===== config.mk =====
export PLATFORM = sky130hd
export DESIGN_NAME = univ_shift_reg
export DESIGN_NICKNAME = d
export VERILOG_FILES = /design/src/rtl/univ_shift_reg.sv
export SDC_FILE = /design/constraint.sdc
export NUM_CORES = 1
export LEC_CHECK = 0
export CAP_MARGIN = 20
export CELL_PAD_IN_SITES_DETAIL_PLACEMENT = 0
export CELL_PAD_IN_SITES_GLOBAL_PLACEMENT = 1
export CORE_MARGIN = 5
export CORE_UTILIZATION = 32
export CTS_CLUSTER_SIZE = 24
export DETAILED_ROUTE_END_ITERATION = 10
export PLACE_DENSITY = 0.88
export SLEW_MARGIN = 20
export SYNTH_ARGS = -nofsm -noshare
export SYNTH_HDL_FRONTEND = slang
export SYNTH_SLANG_ARGS = --single-unit

===== constraint.sdc =====
create_clock -name CP -period 1.8 [get_ports CP]
set_input_delay 0.18 -clock CP [delete_from_list [all_inputs] [get_ports CP]]
set_output_delay 0.18 -clock CP [all_outputs]
set_load 0.05 [all_outputs]

===== src/rtl/univ_shift_reg.sv =====
// Universal shift register with hold/shift/load modes and a counted burst shift.
// Define UNIV_SHIFT_REG_ROTATE_EN to add the rotate modes (S=100/101).
module univ_shift_reg #(
  parameter int WIDTH = 8,
  localparam int CW = $clog2(WIDTH) + 1
) (
  input  logic             CP,
  input  logic             CR,
  input  logic             EN,
  input  logic [2:0]       S,
  input  logic             DSR,
  input  logic             DSL,
  input  logic [WIDTH-1:0] D,
  input  logic [CW-1:0]    CNT,
  output logic [WIDTH-1:0] Q,
  output logic             BUSY,
  output logic             DONE
);

  typedef enum logic [1:0] {
    IDLE = 2'd0,
    RUN  = 2'd1,
    FIN  = 2'd2
  } state_t;

  localparam logic [CW-1:0] WMAX = CW'(WIDTH);

  state_t           state, state_n;
  logic [WIDTH-1:0] q_r, q_n;
  logic [CW-1:0]    cnt, cnt_n;
  logic [CW-1:0]    cnt_clamp;
  logic             dir, dir_n;

  assign cnt_clamp = (CNT > WMAX) ? WMAX : CNT;

  always_ff @(posedge CP) begin
    if (CR) begin
      state <= IDLE;
      q_r   <= '0;
      cnt   <= '0;
      dir   <= 1'b0;
    end else begin
      state <= state_n;
      q_r   <= q_n;
      cnt   <= cnt_n;
      dir   <= dir_n;
    end
  end

  always_comb begin
    state_n = state;
    q_n     = q_r;
    cnt_n   = cnt;
    dir_n   = dir;
    if (EN) begin
      unique case (state)
        IDLE: begin
          unique case (S)
            3'b000: ;
            3'b001: q_n = {q_r[WIDTH-2:0], DSR};
            3'b010: q_n = {DSL, q_r[WIDTH-1:1]};
            3'b011: q_n = D;
`ifdef UNIV_SHIFT_REG_ROTATE_EN
            3'b100: q_n = {q_r[WIDTH-2:0], q_r[WIDTH-1]};
            3'b101: q_n = {q_r[0], q_r[WIDTH-1:1]};
`else
            3'b100, 3'b101: ;
`endif
            3'b110, 3'b111: begin
              // accept edge only latches; shifting starts next edge
              dir_n   = S[0];
              cnt_n   = cnt_clamp;
              state_n = (cnt_clamp == '0) ? FIN : RUN;
            end
            default: ;
          endcase
        end
        RUN: begin
          q_n   = dir ? {DSL, q_r[WIDTH-1:1]}
                      : {q_r[WIDTH-2:0], DSR};
          cnt_n = cnt - CW'(1);
          if (cnt == CW'(1)) state_n = FIN;
        end
        FIN:     state_n = IDLE;
        default: state_n = IDLE;
      endcase
    end
  end

  assign Q    = q_r;
  assign BUSY = (state == RUN);
  assign DONE = (state == FIN);

endmodule

==> summary.json, run 1 <==
{
  "die": {
    "io_pins": 30,
    "floorplan.die.height_um": 64.1,
    "die_width_um": 64.1,
    "placeableCoreArea_um2": 2780,
    "floorplan.initialDensity_pct": 33.7,
    "placement_rows": 19,
    "die_area_um2": 4110
  },
  "timing": {
    "hold_violations": 0,
    "slew-limit-headroom_pct": 58.1,
    "measured_slew_at_the_worst_slew_check_pin_ps": 626,
    "maxSlewViolCount": 0,
    "max_freq_ghz": 0.585,
    "report.final.setup_viol": 0,
    "grt_setup_unrepaired": "false",
    "post-route-min-period_ps": 1710,
    "fin_skew_ps": 4.82,
    "timing.setup.tns_ps": 0,
    "timing.final.ws_setup_ps": 91.0,
    "fin_crit_sh_pct": 94.9
  },
  "clock_tree": {
    "cts_resized": 0,
    "clkSinkCount": 15,
    "clock_tree.root_cell": "clkbuf_4",
    "path_clk_slew_ps": 100,
    "clockBufferDepth": 2,
    "tritoncts_clock_tree": "built",
    "postCtsSetupRepairBufs": 0,
    "tritoncts.num_buffers": 3,
    "htree_levels": 1,
    "cts_hold_buffers": 0,
    "clk-insertion-delay-late_ps": 290
  },
  "routing": {
    "dr.first_iter.drc_count": 74,
    "route.final.wire_length_um": 2610,
    "post-route-drc-count": 0,
    "detail_route.wl_per_cell_um": 14.8,
    "final_antenna_net_count": 0,
    "dr_total_vias": 1012,
    "post_dr_vias_cell": 5.75,
    "drtPass1Iterations": 4
  },
  "grt": {
    "grt.overflow.total": 0,
    "first_pass_grt_wire_length_um": 4420,
    "via_count_of_the_first_global_routing_pass": 953,
    "grt_max_degree": 20,
    "global_route.usage.total_pct": 12.9,
    "antenna_found_initial": 0
  },
  "synth": {
    "yosys-mux-area-fraction_pct": 2.14,
    "post-synth-top-count-cell": "dfxtp_1",
    "synth_simple_gate_area_share_pct": 23.2,
    "post_synth_most_frequent_cells": "dfxtp_1, o22ai_1, nand3b_1, nor2_1, o41ai_1",
    "async_reset_ff_share_pct": 0,
    "synth.distinct_cells": 35,
    "synth_fa_ha_area_share_pct": 2.67,
    "postSynthAreaPerCell_um2": 8.44,
    "synthesis.yosys.warnings": 0,
    "synth.net_count": 133,
    "synthDominantCellAreaShare_pct": 32.0,
    "synth_area_um2": 937,
    "synth-edff-count": 0,
    "primary_flip_flop_cell_chosen_by_synthesis_mapping": "dfxtp_1",
    "synth_top_area_cell": "dfxtp_1",
    "synthCells": 111,
    "compound_cell_area_share_of_the_yosys_netlist_pct": 33.1,
    "synth_xor_area_share_pct": 0,
    "main_combinational_cell_family_by_area_after_synthesis": "compound AO/OA/AOI/OAI gates",
    "yosys-top-cells-area": "dfxtp_1, o22ai_1, o41ai_1, nand3b_1, nor3b_1",
    "yosys_register_bits": 15,
    "synth-seq-area-share_pct": 32.0
  },
  "worst_hold_path": {
    "holdCritPathClass": "reg -> reg",
    "min_from": "cnt[1]"
  },
  "critical_path": {
    "worstPathBufferInverterCount": 1,
    "critical_path.max_stage_delay_ps": 840,
    "worst-path-max-fanout": 5,
    "worst_ep_arrival_time_ps": 1530,
    "timing_worst_setup_path_type": "reg -> out",
    "worst-endpoint-required_ps": 1620,
    "end_kind": "output pin",
    "r2r-start": "state[1]",
    "worstSetupStartpoint": "Q[4]",
    "crit_path_cell_trace": "clkdlybuf4s50_1",
    "cp-start-kind": "flip-flop",
    "timing.critical_path.max_delay_family": "buffers and inverters",
    "worst_path_max_delay_cell": "clkdlybuf4s50_1"
  },
  "placement": {
    "detailed_place_hpwl_um": 1960,
    "minimum_setup_slack_after_placement_ps": 42.2,
    "placement.cell_area_um2": 1290,
    "gp_congestion": 0.830,
    "numPortBuffers": 29,
    "numPlacedInstances": 172
  },
  "pwr": {
    "worst_ir_drop_vdd_mv": 0.526,
    "power.total_uw": 849,
    "power.density_cell_area_nw_per_um2": 646,
    "p_leak_nw": 0.455
  },
  "run_status": {
    "status": "complete, no violations"
  },
  "finish": {
    "multiInputGateArea_um2": 573,
    "finish.net_count": 168,
    "drive_above_1_share_pct": 11.0,
    "ff_latch_area_um2": 300,
    "area.growth.synth_to_final_pct": 40.2,
    "final_cells": 176,
    "post-route-cell-area_um2": 1310,
    "fillerInstances": 286,
    "antenna_diodes": 0
  },
  "flow_run": {
    "maxCapViolations": 0
  }
}
metrics by stage:
| stage | utilization [%] | hold slack, ps |
|---|---|---|
| 2_1_floorplan | - | 284 |
| 3_3_place_gp | 46.3 | 459 |
| 3_5_place_dp | 46.3 | 467 |
| 4_1_cts | 47.2 | 481 |
| 5_1_grt | 47.2 | 518 |
| 6_report | 47.2 | 482 |
placed cells by master (no fill, tap or decap):
cell	Yosys	routed
and2b_1	1	1
a221oi_1	1	1
a22o_1	1	1
o22ai_1	14	14
nor2b_1	2	2
nand3b_1	8	8
nor2_1	8	8
o21ai_1	1	1
o21ba_2	1	1
nor3_1	1	1
o21ai_0	6	6
or2b_1	1	1
a21oi_1	6	6
mux2i_1	2	2
nand4_1	1	1
and2_1	1	1
buf_12	0	1
o31a_1	2	2
clkbuf_4	0	3
dfxtp_1	15	15
o21a_1	1	1
inv_1	5	5
nand2b_1	2	2
o41ai_1	8	8
inv_4	1	1
clkbuf_1	3	1
clkdlybuf4s50_1	0	27
a21boi_2	1	1
nor3b_1	5	5
ha_1	2	2
buf_4	0	8
o21ai_4	1	1
nand4b_1	1	1
or3_1	1	1
o31ai_1	1	1
nand2_1	2	2
nand3_1	2	2
power breakdown:
part           switching (mW)  total, mW  internal, mW
Clock                   0.114      0.200        0.0861
Combinational           0.149      0.280         0.130
Sequential             0.0183      0.369         0.351
Total                   0.281      0.849         0.567
flip-flops by register name (all words and copies together) (netlist names):
signal / flops
Q: 8
dir: 1
cnt: 4
state: 2
layer usage:
layer / up-vias / GRT usage [%] / wire [um]
li1: 501 / - / -
met4: 0 / 1.53 / 13
met3: 2 / 4.20 / 204
met1: 463 / 17.4 / 1190
met2: 46 / 20.7 / 1200
met5: - / 0 / 0
path summary, 6_finish.rpt:
check                           endpoint  depth (start not counted)  slack [ps]
worst max-delay path                Q[4]                          1          90
worst min-delay path              cnt[1]                          2         480
worst max register to register      Q[7]                          5         280
worst min register to register    cnt[1]                          2         480
final cells by class:
cell class / instances / area share [%]
sequential: 15 / 22.9
tap: 31 / 2.95
multi-input combinational: 84 / 43.6
timing repair buffer: 36 / 26.7
clock buffer: 4 / 2.00
inverter: 6 / 1.90
cells by family (layout without fill, tap and decap cells):
group           Yosys count  after routing
compound gates           44             44
simple gates             36             36
flops                    15             15
buf+inv                  12             46
fa+ha+maj                 2              2
mux                       2              2
No activity file was read; power rests on OpenSTA's default activity.
==> run 2, diff against run 1 <==
--- a/config.mk
+++ b/config.mk
@@ -5,14 +5,15 @@
 export SDC_FILE = /design/constraint.sdc
 export NUM_CORES = 1
 export LEC_CHECK = 0
+export ABC_AREA = 1
 export CAP_MARGIN = 20
 export CELL_PAD_IN_SITES_DETAIL_PLACEMENT = 0
 export CELL_PAD_IN_SITES_GLOBAL_PLACEMENT = 1
 export CORE_MARGIN = 5
-export CORE_UTILIZATION = 32
+export CORE_UTILIZATION = 33
 export CTS_CLUSTER_SIZE = 24
 export DETAILED_ROUTE_END_ITERATION = 10
-export PLACE_DENSITY = 0.88
+export PLACE_DENSITY = 0.91
 export SLEW_MARGIN = 20
 export SYNTH_ARGS = -nofsm -noshare
 export SYNTH_HDL_FRONTEND = slang
==> run 2 against run 1 <==
  * Clock power about the same
  * Worst setup slack better by 9.6 ps
  * Cell count up 59%
  * Flip-flop and latch count unchanged
  * Total power up 17%
  * Critical path depth unchanged
  * Utilization down 1.6 points
  * Non-clock buffer count up 2
  * First-iteration DRC count up 120%
  * Sequential share of layout area down 3.6 points
  * Routed wire length up 27%
  * Global-route usage up 1.3 points
  * Critical path type unchanged
  * Largest cell class unchanged
  * Highest routed layer unchanged
==> summary.json, run 2 <==
{
  "run_status": {
    "status": "complete, no violations"
  },
  "die": {
    "die_width": {"value": 69.9, "unit": "um", "change": "+9.0%"},
    "placeableCoreArea": {"value": 3420, "unit": "um2", "change": "+23%"},
    "floorplan.initialDensity": {"value": 34.6, "unit": "%", "change": "+0.92 points"},
    "floorplan.die.height": {"value": 69.9, "unit": "um", "change": "+9.0%"},
    "io_pins": {"value": 30, "change": "unchanged"},
    "placement_rows": {"value": 21, "change": "+2"},
    "die_area": {"value": 4880, "unit": "um2", "change": "+19%"}
  },
  "grt": {
    "grt.overflow.total": {"value": 0, "change": "unchanged"},
    "global_route.usage.total": {"value": 14.2, "unit": "%", "change": "+1.3 points"},
    "via_count_of_the_first_global_routing_pass": {"value": 1274, "change": "+34%"},
    "first_pass_grt_wire_length": {"value": 5780, "unit": "um", "change": "+31%"},
    "grt_max_degree": {"value": 17, "change": "-15%"},
    "antenna_found_initial": {"value": 0, "change": "unchanged"}
  },
  "routing": {
    "final_antenna_net_count": {"value": 0, "change": "unchanged"},
    "drtPass1Iterations": {"value": 4, "change": "unchanged"},
    "post-route-drc-count": {"value": 0, "change": "unchanged"},
    "detail_route.wl_per_cell": {"value": 11.9, "unit": "um", "change": "-20%"},
    "post_dr_vias_cell": {"value": 4.76, "change": "-17%"},
    "dr_total_vias": {"value": 1327, "change": "+31%"},
    "route.final.wire_length": {"value": 3310, "unit": "um", "change": "+27%"},
    "dr.first_iter.drc_count": {"value": 164, "change": "+120%"}
  },
  "synth": {
    "synth.distinct_cells": {"value": 20, "change": "-43%"},
    "synth_top_area_cell": "dfxtp_1",
    "primary_flip_flop_cell_chosen_by_synthesis_mapping": "dfxtp_1",
    "yosys-top-cells-area": "dfxtp_1, nand2_1, a21oi_1, nand3_1, inv_1",
    "yosys_register_bits": {"value": 15, "change": "unchanged"},
    "synthDominantCellAreaShare": {"value": 25.4, "unit": "%", "change": "-6.6 points"},
    "synth-edff-count": {"value": 0, "change": "unchanged"},
    "async_reset_ff_share": {"value": 0, "unit": "%", "change": "unchanged"},
    "postSynthAreaPerCell": {"value": 5.97, "unit": "um2", "change": "-29%"},
    "synthCells": {"value": 198, "change": "+78%"},
    "synthesis.yosys.warnings": {"value": 0, "change": "unchanged"},
    "synth_area": {"value": 1180, "unit": "um2", "change": "+26%"},
    "post_synth_most_frequent_cells": "nand2_1, inv_1, nor2_1",
    "synth-seq-area-share": {"value": 25.4, "unit": "%", "change": "-6.6 points"},
    "synth.net_count": {"value": 220, "change": "+65%"},
    "post-synth-top-count-cell": "nand2_1"
  },
  "clock_tree": {
    "tritoncts.num_buffers": {"value": 3, "change": "unchanged"},
    "path_clk_slew": {"value": 100, "unit": "ps", "change": "about the same"},
    "clock_tree.root_cell": "clkbuf_4",
    "cts_hold_buffers": {"value": 0, "change": "unchanged"},
    "clkSinkCount": {"value": 15, "change": "unchanged"},
    "clk-insertion-delay-late": {"value": 290, "unit": "ps", "change": "about the same"},
    "clockBufferDepth": {"value": 2, "change": "unchanged"},
    "tritoncts_clock_tree": "built",
    "cts_resized": {"value": 0, "change": "unchanged"},
    "htree_levels": {"value": 1, "change": "unchanged"},
    "postCtsSetupRepairBufs": {"value": 0, "change": "unchanged"}
  },
  "placement": {
    "numPortBuffers": {"value": 29, "change": "unchanged"},
    "detailed_place_hpwl": {"value": 2470, "unit": "um", "change": "+26%"},
    "gp_congestion": {"value": 0.826, "change": "-0.46%"}
  },
  "critical_path": {
    "end_kind": "output pin",
    "timing.reg2reg.worst_path_depth": {"value": 8, "change": "+3"},
    "worstPathBufferInverterCount": {"value": 1, "change": "unchanged"},
    "r2r-start": "state[1]",
    "timing_worst_setup_path_type": "reg -> out",
    "critical_path.max_stage_delay": {"value": 830, "unit": "ps", "change": "about the same"},
    "worst_path_max_delay_cell": "clkdlybuf4s50_1",
    "worst_ep_arrival_time": {"value": 1520, "unit": "ps", "change": "about the same"},
    "worst-endpoint-required": {"value": 1620, "unit": "ps", "change": "about the same"},
    "worst-r2r-setup-slack": {"value": 390, "unit": "ps", "change": "+110 ps"},
    "cp-start-kind": "flip-flop",
    "worst-path-max-fanout": {"value": 4, "change": "-1"},
    "timing.critical_path.max_delay_family": "buffers and inverters",
    "regToRegEndpoint": "cnt[2]",
    "crit_path_cell_trace": "clkdlybuf4s50_1"
  },
  "worst_hold_path": {
    "hold_depth": {"value": 2, "change": "unchanged"},
    "holdCritPathClass": "in -> reg",
    "min_from": "CR",
    "hold_path_end": "cnt[3]"
  },
  "flow_run": {
    "maxCapViolations": {"value": 0, "change": "unchanged"}
  },
  "finish": {
    "area.growth.synth_to_final_pct": 32.0,
    "mostFrequentLayoutCells": "nand2_1, clkdlybuf4s50_1, inv_1, nor2_1",
    "mostFrequentLayoutCell": "nand2_1",
    "fillerInstances": {"value": 388, "change": "+36%"},
    "finish.net_count": {"value": 256, "change": "+52%"},
    "largest_register_ffs": {"value": 8, "change": "unchanged"},
    "ff_latch_area": {"value": 300, "unit": "um2", "change": "unchanged"},
    "drive_above_1_share": {"value": 9.44, "unit": "%", "change": "-1.6 points"},
    "multiInputGateArea": {"value": 713, "unit": "um2", "change": "+24%"},
    "layout.core_utilization": {"value": 45.7, "unit": "%", "change": "-1.6 points"},
    "antenna_diodes": {"value": 0, "change": "unchanged"}
  },
  "timing": {
    "fin_skew": {"value": 8.21, "unit": "ps", "change": "+3.40 ps"},
    "measured_slew_at_the_worst_slew_check_pin": {"value": 502, "unit": "ps", "change": "-124 ps"},
    "post-route-min-period": {"value": 1700, "unit": "ps", "change": "-9.64 ps"},
    "fin_crit_sh": {"value": 94.4, "unit": "%", "change": "-0.54 points"},
    "max_freq": {"value": 0.588, "unit": "GHz", "change": "+0.57%"},
    "timing.setup.tns": {"value": 0, "unit": "ps", "change": "unchanged"},
    "hold_violations": {"value": 0, "change": "unchanged"},
    "maxSlewViolCount": {"value": 0, "change": "unchanged"},
    "grt_setup_unrepaired": "false",
    "slew-limit-headroom": {"value": 66.4, "unit": "%", "change": "+8.3 points"},
    "report.final.setup_viol": {"value": 0, "change": "unchanged"},
    "final.hold.worst_slack": {"value": 451, "unit": "ps", "change": "-31.9 ps"}
  },
  "pwr": {
    "p_leak": {"value": 0.738, "unit": "nW", "change": "+62%"},
    "worst_ir_drop_vdd": {"value": 0.427, "unit": "mV", "change": "-19%"},
    "power.density_cell_area": {"value": 638, "unit": "nW/um2", "change": "-1.2%"}
  }
}
## run 2: cell count changes after synthesis, sizes merged, moves of 5 or more
cell | before | now
a21oi | 6 | 21
inv | 6 | 23
nand2 | 2 | 68
nand3 | 2 | 21
nand3b | 8 | 0
nand4 | 1 | 9
nor2 | 8 | 22
nor3b | 5 | 0
o22ai | 14 | 2
o41ai | 8 | 0
## run 2: through the flow
step / std cells / total power [mW] / setup slack, ps / cell area, um2
after floorplan: 198 / 0.663 / 240 / 1180
after global placement: 275 / 0.802 / 225 / 1530
after detailed placement: 275 / 0.801 / 232 / 1530
after CTS: 279 / 1.01 / 25.4 / 1560
after global routing: 279 / 1.07 / 40.8 / 1560
final: 279 / 0.996 / 101 / 1560
## run 2: worst max path at each step
| stage | depth (start not counted) | slack, ps | endpoint | startpoint |
|---|---|---|---|---|
| after floorplan | 5 | 240 | cnt[3] | state[0] |
| after global placement | 8 | 230 | Q[2] | S[2] |
| after detailed placement | 8 | 230 | Q[0] | S[2] |
| after CTS | 1 | 30 | Q[1] | Q[1] |
| after global routing | 1 | 40 | Q[7] | Q[7] |
| final | 1 | 100 | Q[7] | Q[7] |
## run 2: logic make-up (layout without fill, tap and decap cells)
logic type	count (synthesis)	in the layout	share of synthesized area [%]
simple gates	120	120	44.3
buf+inv	31	66	14.3
xor+xnor	1	1	0.741
compound gates	29	29	13.1
flops	15	15	25.4
fa+ha+maj	2	2	2.12
## run 2: layer usage
layer,global-route usage (%),wire (um),up-vias
met1,16.8,1600,585
met2,25.1,1530,26
met3,4.02,160,2
met5,0,0,-
li1,-,-,714
met4,3.40,19,0
## run 2: worst register-to-register path, stage by stage, from the launching register on
cell	delay (ps)
dfxtp_1	410
inv_1	100
nand2_1	310
nand2_1	150
inv_1	110
nand2_1	50
o21ai_0	70
nor2_1	60
nor2_1	90
## run 2: area by class of cell
class                           instances  area share, %
Multi-Input combinational cell        152           45.7
Sequential cell                        15           19.2
Timing Repair Buffer                   38           23.6
Tap cell                               46           3.69
Inverter                               24           6.09
Clock buffer                            4           1.68
## run 2: report_power, final
part / internal (mW) / switching (mW) / leakage (nW)
logic: 0.161 / 0.241 / 0.600
clock network: 0.0862 / 0.116 / 0.0150
registers: 0.360 / 0.0306 / 0.123
total: 0.608 / 0.388 / 0.738
